--- config.mk ---
export PLATFORM = sky130hd
export DESIGN_NAME = rv32_mod_fetch_controller
export DESIGN_NICKNAME = d
export VERILOG_FILES = /design/src/rtl/rv32_pkg.sv /design/src/rtl/rv32_mod_fetch_fifo.sv /design/src/rtl/rv32_mod_fetch_controller.sv
export SDC_FILE = /design/constraint.sdc
export NUM_CORES = 1
export LEC_CHECK = 0
export CORE_ASPECT_RATIO = 1.25
export CORE_MARGIN = 2
export CORE_UTILIZATION = 30
export CTS_BUF_LIST = sky130_fd_sc_hd__clkbuf_16
export DETAILED_ROUTE_END_ITERATION = 8
export GPL_TIMING_DRIVEN = 0
export SYNTH_ARGS = -nofsm -noshare
export SYNTH_HDL_FRONTEND = slang
export SYNTH_SLANG_ARGS = --single-unit
--- constraint.sdc ---
create_clock -name clk -period 8.33 [get_ports clk]
set_input_delay 2.0825 -clock clk [delete_from_list [all_inputs] [get_ports clk]]
set_output_delay 2.0825 -clock clk [all_outputs]
set_load 0.03 [all_outputs]
--- src/rtl/rv32_pkg.sv ---
`default_nettype none
// ============================================================================
// Module      : rv32_pkg
// Description : Shared types and constants for the RV32 fetch front end.
//               fetch_state_t  - fetch controller state encoding
//               INST_ALIGN_MASK - clears the byte-offset bits of a PC
// Revision    : 1.0 - initial release
// ============================================================================
package rv32_pkg;

    typedef enum logic [1:0] {
        BOOT  = 2'd0,
        FETCH = 2'd1,
        FLUSH = 2'd2,
        FAULT = 2'd3
    } fetch_state_t;

    localparam logic [31:0] INST_ALIGN_MASK = 32'hFFFF_FFFC;

    // Buffer entry layout: {fault, pc[31:0], data[31:0]}
    localparam int FETCH_ENTRY_W = 65;

endpackage : rv32_pkg
`default_nettype wire

--- src/rtl/rv32_mod_fetch_fifo.sv ---
`default_nettype none
// ============================================================================
// Module      : rv32_mod_fetch_fifo
// Description : Instruction buffer between memory responses and the decoder.
//               Entries are {fault, pc, data}. The head entry is visible on
//               rd_data whenever empty is low. flush empties the buffer at the
//               end of the cycle and overrides any write or read in it.
// Ports       : clk, rst_n          - clock, async active-low reset
//               flush              - synchronous empty request
//               wr_en, wr_data     - push one entry (caller guarantees space)
//               rd_en              - pop the head entry
//               rd_data, empty     - head entry, buffer empty flag
//               count              - number of stored entries
// Revision    : 1.0 - initial release
// ============================================================================
module rv32_mod_fetch_fifo
    import rv32_pkg::*;
#(
    parameter int FIFO_DEPTH = 2
) (
    input  logic                          clk,
    input  logic                          rst_n,
    input  logic                          flush,
    input  logic                          wr_en,
    input  logic [FETCH_ENTRY_W-1:0]      wr_data,
    input  logic                          rd_en,
    output logic [FETCH_ENTRY_W-1:0]      rd_data,
    output logic                          empty,
    output logic [$clog2(FIFO_DEPTH):0]   count
);

    localparam int c_AW = $clog2(FIFO_DEPTH);

    logic [FETCH_ENTRY_W-1:0] r_mem [FIFO_DEPTH];
    logic [c_AW:0]            r_wr_ptr;
    logic [c_AW:0]            r_rd_ptr;

    // Pointers carry one extra wrap bit so full and empty are distinguishable.
    always_ff @(posedge clk or negedge rst_n) begin
        if (!rst_n) begin
            r_wr_ptr <= '0;
            r_rd_ptr <= '0;
        end else if (flush) begin
            r_wr_ptr <= '0;
            r_rd_ptr <= '0;
        end else begin
            if (wr_en) r_wr_ptr <= r_wr_ptr + 1'b1;
            if (rd_en) r_rd_ptr <= r_rd_ptr + 1'b1;
        end
    end

    // Storage needs no reset: contents are only observed when not empty.
    always_ff @(posedge clk) begin
        if (wr_en && !flush) r_mem[r_wr_ptr[c_AW-1:0]] <= wr_data;
    end

    assign rd_data = r_mem[r_rd_ptr[c_AW-1:0]];
    assign empty   = (r_wr_ptr == r_rd_ptr);
    assign count   = r_wr_ptr - r_rd_ptr;

endmodule : rv32_mod_fetch_fifo
`default_nettype wire

--- src/rtl/rv32_mod_fetch_controller.sv ---
`default_nettype none
// ============================================================================
// Module      : rv32_mod_fetch_controller
// Description : RV32 instruction fetch controller. Issues sequential word
//               fetches under a credit limit, buffers in-order responses with
//               their PC, handles redirects (flush + stale-response drain) and
//               bus errors (FAULT until redirected).
// Ports       : clk, rst_n                       - clock, async active-low reset
//               redirect_valid, redirect_pc      - new fetch target
//               mem_req_valid/ready/addr         - fetch request channel
//               mem_rsp_valid/data/error         - in-order response channel
//               inst_valid/ready/data/pc/fault   - decoder channel
//               busy                             - not idle in FETCH
//               stall_cycles                     - only with RV32_FETCH_PERF_CNT_EN
// Options     : `define RV32_FETCH_PERF_CNT_EN adds the stall_cycles counter.
// Revision    : 1.0 - initial release
// ============================================================================
module rv32_mod_fetch_controller
    import rv32_pkg::*;
#(
    parameter int          FIFO_DEPTH = 2,
    parameter logic [31:0] RESET_PC   = 32'h0000_0000
) (
    input  logic        clk,
    input  logic        rst_n,
    input  logic        redirect_valid,
    input  logic [31:0] redirect_pc,
    output logic        mem_req_valid,
    input  logic        mem_req_ready,
    output logic [31:0] mem_req_addr,
    input  logic        mem_rsp_valid,
    input  logic [31:0] mem_rsp_data,
    input  logic        mem_rsp_error,
    output logic        inst_valid,
    input  logic        inst_ready,
    output logic [31:0] inst_data,
    output logic [31:0] inst_pc,
    output logic        inst_fault,
    output logic        busy
`ifdef RV32_FETCH_PERF_CNT_EN
    ,
    output logic [31:0] stall_cycles
`endif
);

    localparam int               c_CW      = $clog2(FIFO_DEPTH) + 1;
    localparam logic [c_CW:0]    c_DEPTH_L = (c_CW + 1)'(FIFO_DEPTH);

    fetch_state_t             r_state;
    fetch_state_t             w_state_next;
    logic [31:0]              r_pc;
    logic [c_CW-1:0]          r_outstanding;
    logic [c_CW-1:0]          r_stale;
    logic [c_CW-1:0]          w_outstanding_next;
    logic [c_CW-1:0]          w_stale_next;
    logic [c_CW:0]            w_credit_used;
    logic                     w_req_fire;
    logic                     w_rsp_live;
    logic [31:0]              w_rsp_pc;
    logic                     w_fifo_empty;
    logic [c_CW-1:0]          w_fifo_count;
    logic [FETCH_ENTRY_W-1:0] w_fifo_rd_data;
    logic                     w_inst_pop;

    assign w_req_fire = mem_req_valid & mem_req_ready;

    // A response is stale if a redirect is happening now or older stale
    // responses are still ahead of it (responses are strictly in order).
    assign w_rsp_live = mem_rsp_valid & ~redirect_valid & (r_stale == '0);

    // Non-stale requests are consecutive words ending just below r_pc, so the
    // oldest one sits outstanding*4 below it. With nothing outstanding the
    // response can only belong to the request accepted this very cycle.
    assign w_rsp_pc = r_pc - {{(30 - c_CW){1'b0}}, r_outstanding, 2'b00};

    assign w_credit_used = {1'b0, r_outstanding} + {1'b0, w_fifo_count};

    // ------------------------------------------------------------------------
    // Request / stale bookkeeping
    // ------------------------------------------------------------------------
    always_comb begin
        w_outstanding_next = r_outstanding;
        w_stale_next       = r_stale;
        if (redirect_valid) begin
            // Everything still in flight becomes stale, minus a response
            // arriving right now (it is discarded this cycle).
            w_outstanding_next = '0;
            w_stale_next       = r_outstanding + r_stale - c_CW'(mem_rsp_valid);
        end else begin
            if (w_req_fire) w_outstanding_next = w_outstanding_next + c_CW'(1);
            if (w_rsp_live) w_outstanding_next = w_outstanding_next - c_CW'(1);
            if (mem_rsp_valid && (r_stale != '0)) w_stale_next = r_stale - c_CW'(1);
        end
    end

    always_ff @(posedge clk or negedge rst_n) begin
        if (!rst_n) begin
            r_pc          <= RESET_PC;
            r_outstanding <= '0;
            r_stale       <= '0;
        end else begin
            r_outstanding <= w_outstanding_next;
            r_stale       <= w_stale_next;
            if (redirect_valid)  r_pc <= redirect_pc & INST_ALIGN_MASK;
            else if (w_req_fire) r_pc <= r_pc + 32'd4;
        end
    end

    // ------------------------------------------------------------------------
    // FSM: state register
    // ------------------------------------------------------------------------
    always_ff @(posedge clk or negedge rst_n) begin
        if (!rst_n) r_state <= BOOT;
        else        r_state <= w_state_next;
    end

    // ------------------------------------------------------------------------
    // FSM: next state
    // ------------------------------------------------------------------------
    always_comb begin
        w_state_next = r_state;
        if (redirect_valid) begin
            w_state_next = (w_stale_next != '0) ? FLUSH : FETCH;
        end else begin
            case (r_state)
                BOOT:    w_state_next = FETCH;
                FETCH:   if (w_rsp_live && mem_rsp_error) w_state_next = FAULT;
                FLUSH:   if (w_stale_next == '0)          w_state_next = FETCH;
                FAULT:   w_state_next = FAULT;
                default: w_state_next = BOOT;
            endcase
        end
    end

    // ------------------------------------------------------------------------
    // FSM: outputs
    // ------------------------------------------------------------------------
    always_comb begin
        mem_req_valid = (r_state == FETCH) && !redirect_valid && (w_credit_used < c_DEPTH_L);
        mem_req_addr  = r_pc;
        busy          = (r_state != FETCH) || (r_outstanding != '0) || (r_stale != '0);
        inst_valid    = !w_fifo_empty;
        inst_fault    = inst_valid ? w_fifo_rd_data[64]    : 1'b0;
        inst_pc       = inst_valid ? w_fifo_rd_data[63:32] : 32'd0;
        inst_data     = inst_valid ? w_fifo_rd_data[31:0]  : 32'd0;
    end

    assign w_inst_pop = inst_valid & inst_ready;

    rv32_mod_fetch_fifo #(
        .FIFO_DEPTH (FIFO_DEPTH)
    ) u_fifo (
        .clk     (clk),
        .rst_n   (rst_n),
        .flush   (redirect_valid),
        .wr_en   (w_rsp_live),
        .wr_data ({mem_rsp_error, w_rsp_pc, mem_rsp_data}),
        .rd_en   (w_inst_pop),
        .rd_data (w_fifo_rd_data),
        .empty   (w_fifo_empty),
        .count   (w_fifo_count)
    );

`ifdef RV32_FETCH_PERF_CNT_EN
    logic [31:0] r_stall_cycles;

    always_ff @(posedge clk or negedge rst_n) begin
        if (!rst_n) begin
            r_stall_cycles <= '0;
        end else if (!inst_valid && ((r_state == FETCH) || (r_state == FLUSH))
                     && (r_stall_cycles != 32'hFFFF_FFFF)) begin
            r_stall_cycles <= r_stall_cycles + 32'd1;
        end
    end

    assign stall_cycles = r_stall_cycles;
`endif

endmodule : rv32_mod_fetch_controller
`default_nettype wire
==> reports/summary.log, run 1 <==
[global_routing] via count of the first global-routing pass 5706
[sta] Tcrit/Tclk final 76.9%
[routing] routed length per instance 17.1 µm
[cts] TritonCTS clock tree done
[cts] number of clock sinks 166
[sta] skew final 0.0121 ns
[cts] CTS H-tree depth 4
[pwr] largest vdd supply drop 0.161 mV
[logic_synthesis] Post-Synthesis Mean Instance Area 12.2 µm²
[final_layout] number of nets at the end of the flow 926
[critical_path] biggest fanout along the worst timing path 10
[floorplanning] total I/O pin count 171
[global_routing] grt total ovfl 0
[floorplanning] core region area 0.0259 mm²
[floorplanning] Die ar. 0.0276 mm²
[place] hpwl dp 15500 µm
[logic_synthesis] portion of the post-synthesis area used by sequential elements 60.6%
[final_layout] # diodes 0
[final_layout] fraction of final layout cells with drive strength greater than 1 7.93%
[logic_synthesis] count of mapped cells out of synthesis 646
[final_layout] layout-stage area growth over the synthesis result 35.6%
[sta] Final setup violation count 0
[critical_path] CP Launch Type primary input
[final_layout] area of combinational cells with multiple inputs 0.00284 mm²
[critical_path] WS Path Type in -> out
[final_layout] area occupied by registers 0.00478 mm²
[logic_synthesis] top flip-flop cell by instance count after synthesis sky130_fd_sc_hd__edfxtp_1
[logic_synthesis] share of async-settable or async-resettable flops after synthesis 24.1%
[place] number of port buffers 164
[logic_synthesis] number of warnings issued by yosys 0
[flow_run] count of maximum capacitance violations 0
[global_routing] largest net degree at the start of global routing 22
[cts] number of buffers added for setup after CTS 0
[routing] Avg Vias per Cell 4.74
[floorplanning] die span in x 149 µm
[routing] drt initial violations 317
[cts] post-CTS clock slew at the launch and capture registers of the worst setup and hold paths 0.07 ns
[cts] Gates resized, CTS repair 0
[place] final weighted congestion in routability-driven placement 0.823
[global_routing] first-pass GRT wire length 31200 µm
[pwr] Pwr per Cell Area 288 mW/mm²
[global_routing] All-Layer GR Usage 14.9%
[sta] final number of max-transition violations 0
[logic_synthesis] post-synthesis sequential element count 166
[logic_synthesis] netlist area before placement 0.00789 mm²
[sta] slew margin rel. 35.6%
[critical_path] required arrival time at the worst endpoint 6.25 ns
[sta] achievable frequency 156 MHz
[floorplanning] standard-cell row count 66
[sta] setup_tns 0 ns
[cts] hold buffers post-CTS 0
[logic_synthesis] Synth cell types 54
[critical_path] critical path data arrival time 4.32 ns
[outcome] status finished, final reports clean
[critical_path] type of element capturing the critical path primary output
[floorplanning] starting utilization of the core area 30.4%
[hold_path] classification of the worst-slack hold path reg -> reg
[final_layout] number of inserted filler cells in the final layout 2466
[global_routing] antenna violations before repair 0
[sta] setup repair after global routing missed its margin false
[floorplanning] Die Height 185 µm
[sta] post-route minimum period 6.41 ns
[routing] drt total wl 20500 µm
[logic_synthesis] count of flip-flops with a built-in enable after synthesis 126
[pwr] leakage power figure 3.67 nW
[sta] Hold Violations, Final 0
[routing] first drt pass iteration count 5
[cts] Longest Clk Path Bufs 2
[cts] root buffer cell sky130_fd_sc_hd__clkbuf_16
[sta] Slew @ Worst Pin 0.958 ns
[cts] worst-skew pair later-pin latency 0.42 ns
[cts] Inserted Clock Buffers 17
[final_layout] final core occ 41.3%
[routing] Detail Route Antenna Nets 0
[routing] DR vias 5670
[routing] number of design rule violations left after detail routing 0
==> layer usage <==
metal | share of wire, % | GRT usage [%]
met1 | 43 | 18.5
met4 | 1.5 | 4.23
met2 | 51 | 26.5
met5 | 0 | 0
met3 | 5.1 | 2.93
==> state kept, by name, indices dropped and copies added, names as in the netlist <==
name and count:
r_state 2, u_fifo.r_wr_ptr 2, r_outstanding 2, r_stale 2
mem_req_addr 30, u_fifo.r_rd_ptr 2, u_fifo.r_mem 126
==> cells in the mapped netlist, drive strengths merged, types with 3 or more instances <==
| cell type | count | share of area (%) |
|---|---|---|
| edfxtp | 126 | 48 |
| nor2 | 86 | 4.1 |
| mux2i | 65 | 8.2 |
| dfrtp | 40 | 13 |
| nand2 | 37 | 1.8 |
| clkbuf | 36 | 1.7 |
| nand3 | 28 | 1.8 |
| xor2 | 26 | 2.9 |
| o21ai | 19 | 1.2 |
| nand4 | 17 | 1.3 |
| buf | 16 | 1.3 |
| nor3 | 14 | 1.1 |
| xnor2 | 14 | 1.6 |
| inv | 13 | 0.62 |
| nor4 | 11 | 1.3 |
| or3 | 9 | 0.71 |
| and3 | 8 | 0.63 |
| ha | 8 | 1.3 |
| o211ai | 8 | 0.76 |
| o311ai | 7 | 0.78 |
| a22oi | 6 | 0.57 |
| a221o | 5 | 0.63 |
| and2 | 5 | 0.40 |
| nand2b | 5 | 0.40 |
| or4 | 5 | 0.52 |
| nor3b | 4 | 0.44 |
| a211oi | 3 | 0.29 |
| a31oi | 3 | 0.24 |
==> power breakdown <==
part	switching, mW	internal [mW]	total (mW)	leakage, nW
registers	0.0491	0.981	1.03	1.63
logic	0.793	0.514	1.31	1.77
clock network	0.328	0.413	0.741	0.267
==> final cells by class <==
| type | count | area share [%] |
|---|---|---|
| flip-flops and latches | 166 | 44.7 |
| multi-input cells | 418 | 26.6 |
| inverters | 13 | 0.456 |
| repair buffers | 177 | 16.9 |
| plain buffers | 52 | 2.22 |
| clock inverters | 14 | 1.20 |
| well taps | 340 | 3.98 |
| clock buffers | 17 | 3.98 |
==> per-stage QoR <==
step / cells / setup slack, ns / total power, mW / area, µm² / hold WS, ns
5_1_grt: 1197 / 1.76 / 3.24 / 10700 / 0.599
3_3_place_gp: 1153 / -2.98 / 2.36 / 9970 / 0.544
2_1_floorplan: 649 / 0.756 / 1.84 / 7900 / 0.525
4_1_cts: 1197 / 1.94 / 3.12 / 10700 / 0.572
3_5_place_dp: 1166 / 1.95 / 2.37 / 10100 / 0.552
6_report: 1197 / 1.92 / 3.08 / 10700 / 0.570
==> cell usage in the layout, fill, tap and decap left out, types with 8 or more instances in the layout <==
| cell | n |
|---|---|
| sky130_fd_sc_hd__inv_1 | 14 |
| sky130_fd_sc_hd__nand3_1 | 28 |
| sky130_fd_sc_hd__ha_1 | 8 |
| sky130_fd_sc_hd__o211ai_1 | 8 |
| sky130_fd_sc_hd__clkbuf_1 | 36 |
| sky130_fd_sc_hd__or3_1 | 9 |
| sky130_fd_sc_hd__dfrtp_1 | 40 |
| sky130_fd_sc_hd__and3_1 | 8 |
| sky130_fd_sc_hd__edfxtp_1 | 126 |
| sky130_fd_sc_hd__o21ai_0 | 19 |
| sky130_fd_sc_hd__buf_6 | 13 |
| sky130_fd_sc_hd__nor2_1 | 86 |
| sky130_fd_sc_hd__nand2_1 | 37 |
| sky130_fd_sc_hd__nand4_1 | 17 |
| sky130_fd_sc_hd__xnor2_1 | 14 |
| sky130_fd_sc_hd__mux2i_1 | 65 |
| sky130_fd_sc_hd__clkbuf_16 | 17 |
| sky130_fd_sc_hd__nor3_1 | 10 |
| sky130_fd_sc_hd__clkdlybuf4s50_1 | 163 |
| sky130_fd_sc_hd__xor2_1 | 26 |
==> worst paths after layout <==
| check | start | endpoint | slack [ns] | depth (start not counted) |
|---|---|---|---|---|
| setup / recovery | redirect_valid | mem_req_valid | 1.92 | 6 |
| hold / removal | u_fifo.r_wr_ptr[1]$_DFFE_PN0P_ | u_fifo.r_wr_ptr[1]$_DFFE_PN0P_ | 0.57 | 2 |
| setup reg to reg | u_fifo.r_wr_ptr[0]$_DFFE_PN0P_ | mem_req_addr[24]$_DFFE_PN0P_ | 4.91 | 9 |
| hold reg to reg | u_fifo.r_wr_ptr[1]$_DFFE_PN0P_ | u_fifo.r_wr_ptr[1]$_DFFE_PN0P_ | 0.57 | 2 |
| max in group asynchronous | rst_n | mem_req_addr[13]$_DFFE_PN0P_ | 6.16 | 2 |
| min in group asynchronous | rst_n | u_fifo.r_rd_ptr[1]$_DFFE_PN0P_ | 1.65 | 1 |
==> worst max-delay path, stage by stage <==
cell	delay, ns
sky130_fd_sc_hd__clkdlybuf4s50_1	0.47
sky130_fd_sc_hd__clkbuf_1	0.32
sky130_fd_sc_hd__clkbuf_1	0.49
sky130_fd_sc_hd__nor2_1	0.12
sky130_fd_sc_hd__and4_1	0.24
sky130_fd_sc_hd__clkdlybuf4s50_1	0.59
==> kinds of logic (layout without fill, tap and decap cells) <==
group                      after synthesis  in the layout  share of synthesized area, %
muxes                                   66             66                          8.39
other                                    1              4                        0.0475
adders and majority gates               10             10                          1.78
xor gates and xnor gates                41             41                          4.74
DFF                                    166            166                          60.6
buffers and inverters                   65            273                          3.63
and+or+nand+nor                        237            237                          15.5
AOI/OAI and AO/OA                       60             60                          5.33
Note: power is estimated with default switching activity, not from simulation.
==> inputs of run 2 (changes only) <==
clock period = 6.6 ns   (was 8.33 ns; I/O delays follow)
==> results of run 2 <==
The final DEF is identical to that of run 1. Status: finished, final reports clean.
Main changes from that run: setup slack after placement 1.95 ns -> 1.08 ns; setup slack after layout 1.92 ns -> 1.06 ns; register-to-register setup slack 4.91 ns -> 3.18 ns; total power 3.08 mW -> 3.88 mW; worst IR drop on VDD 0.161 mV -> 0.203 mV
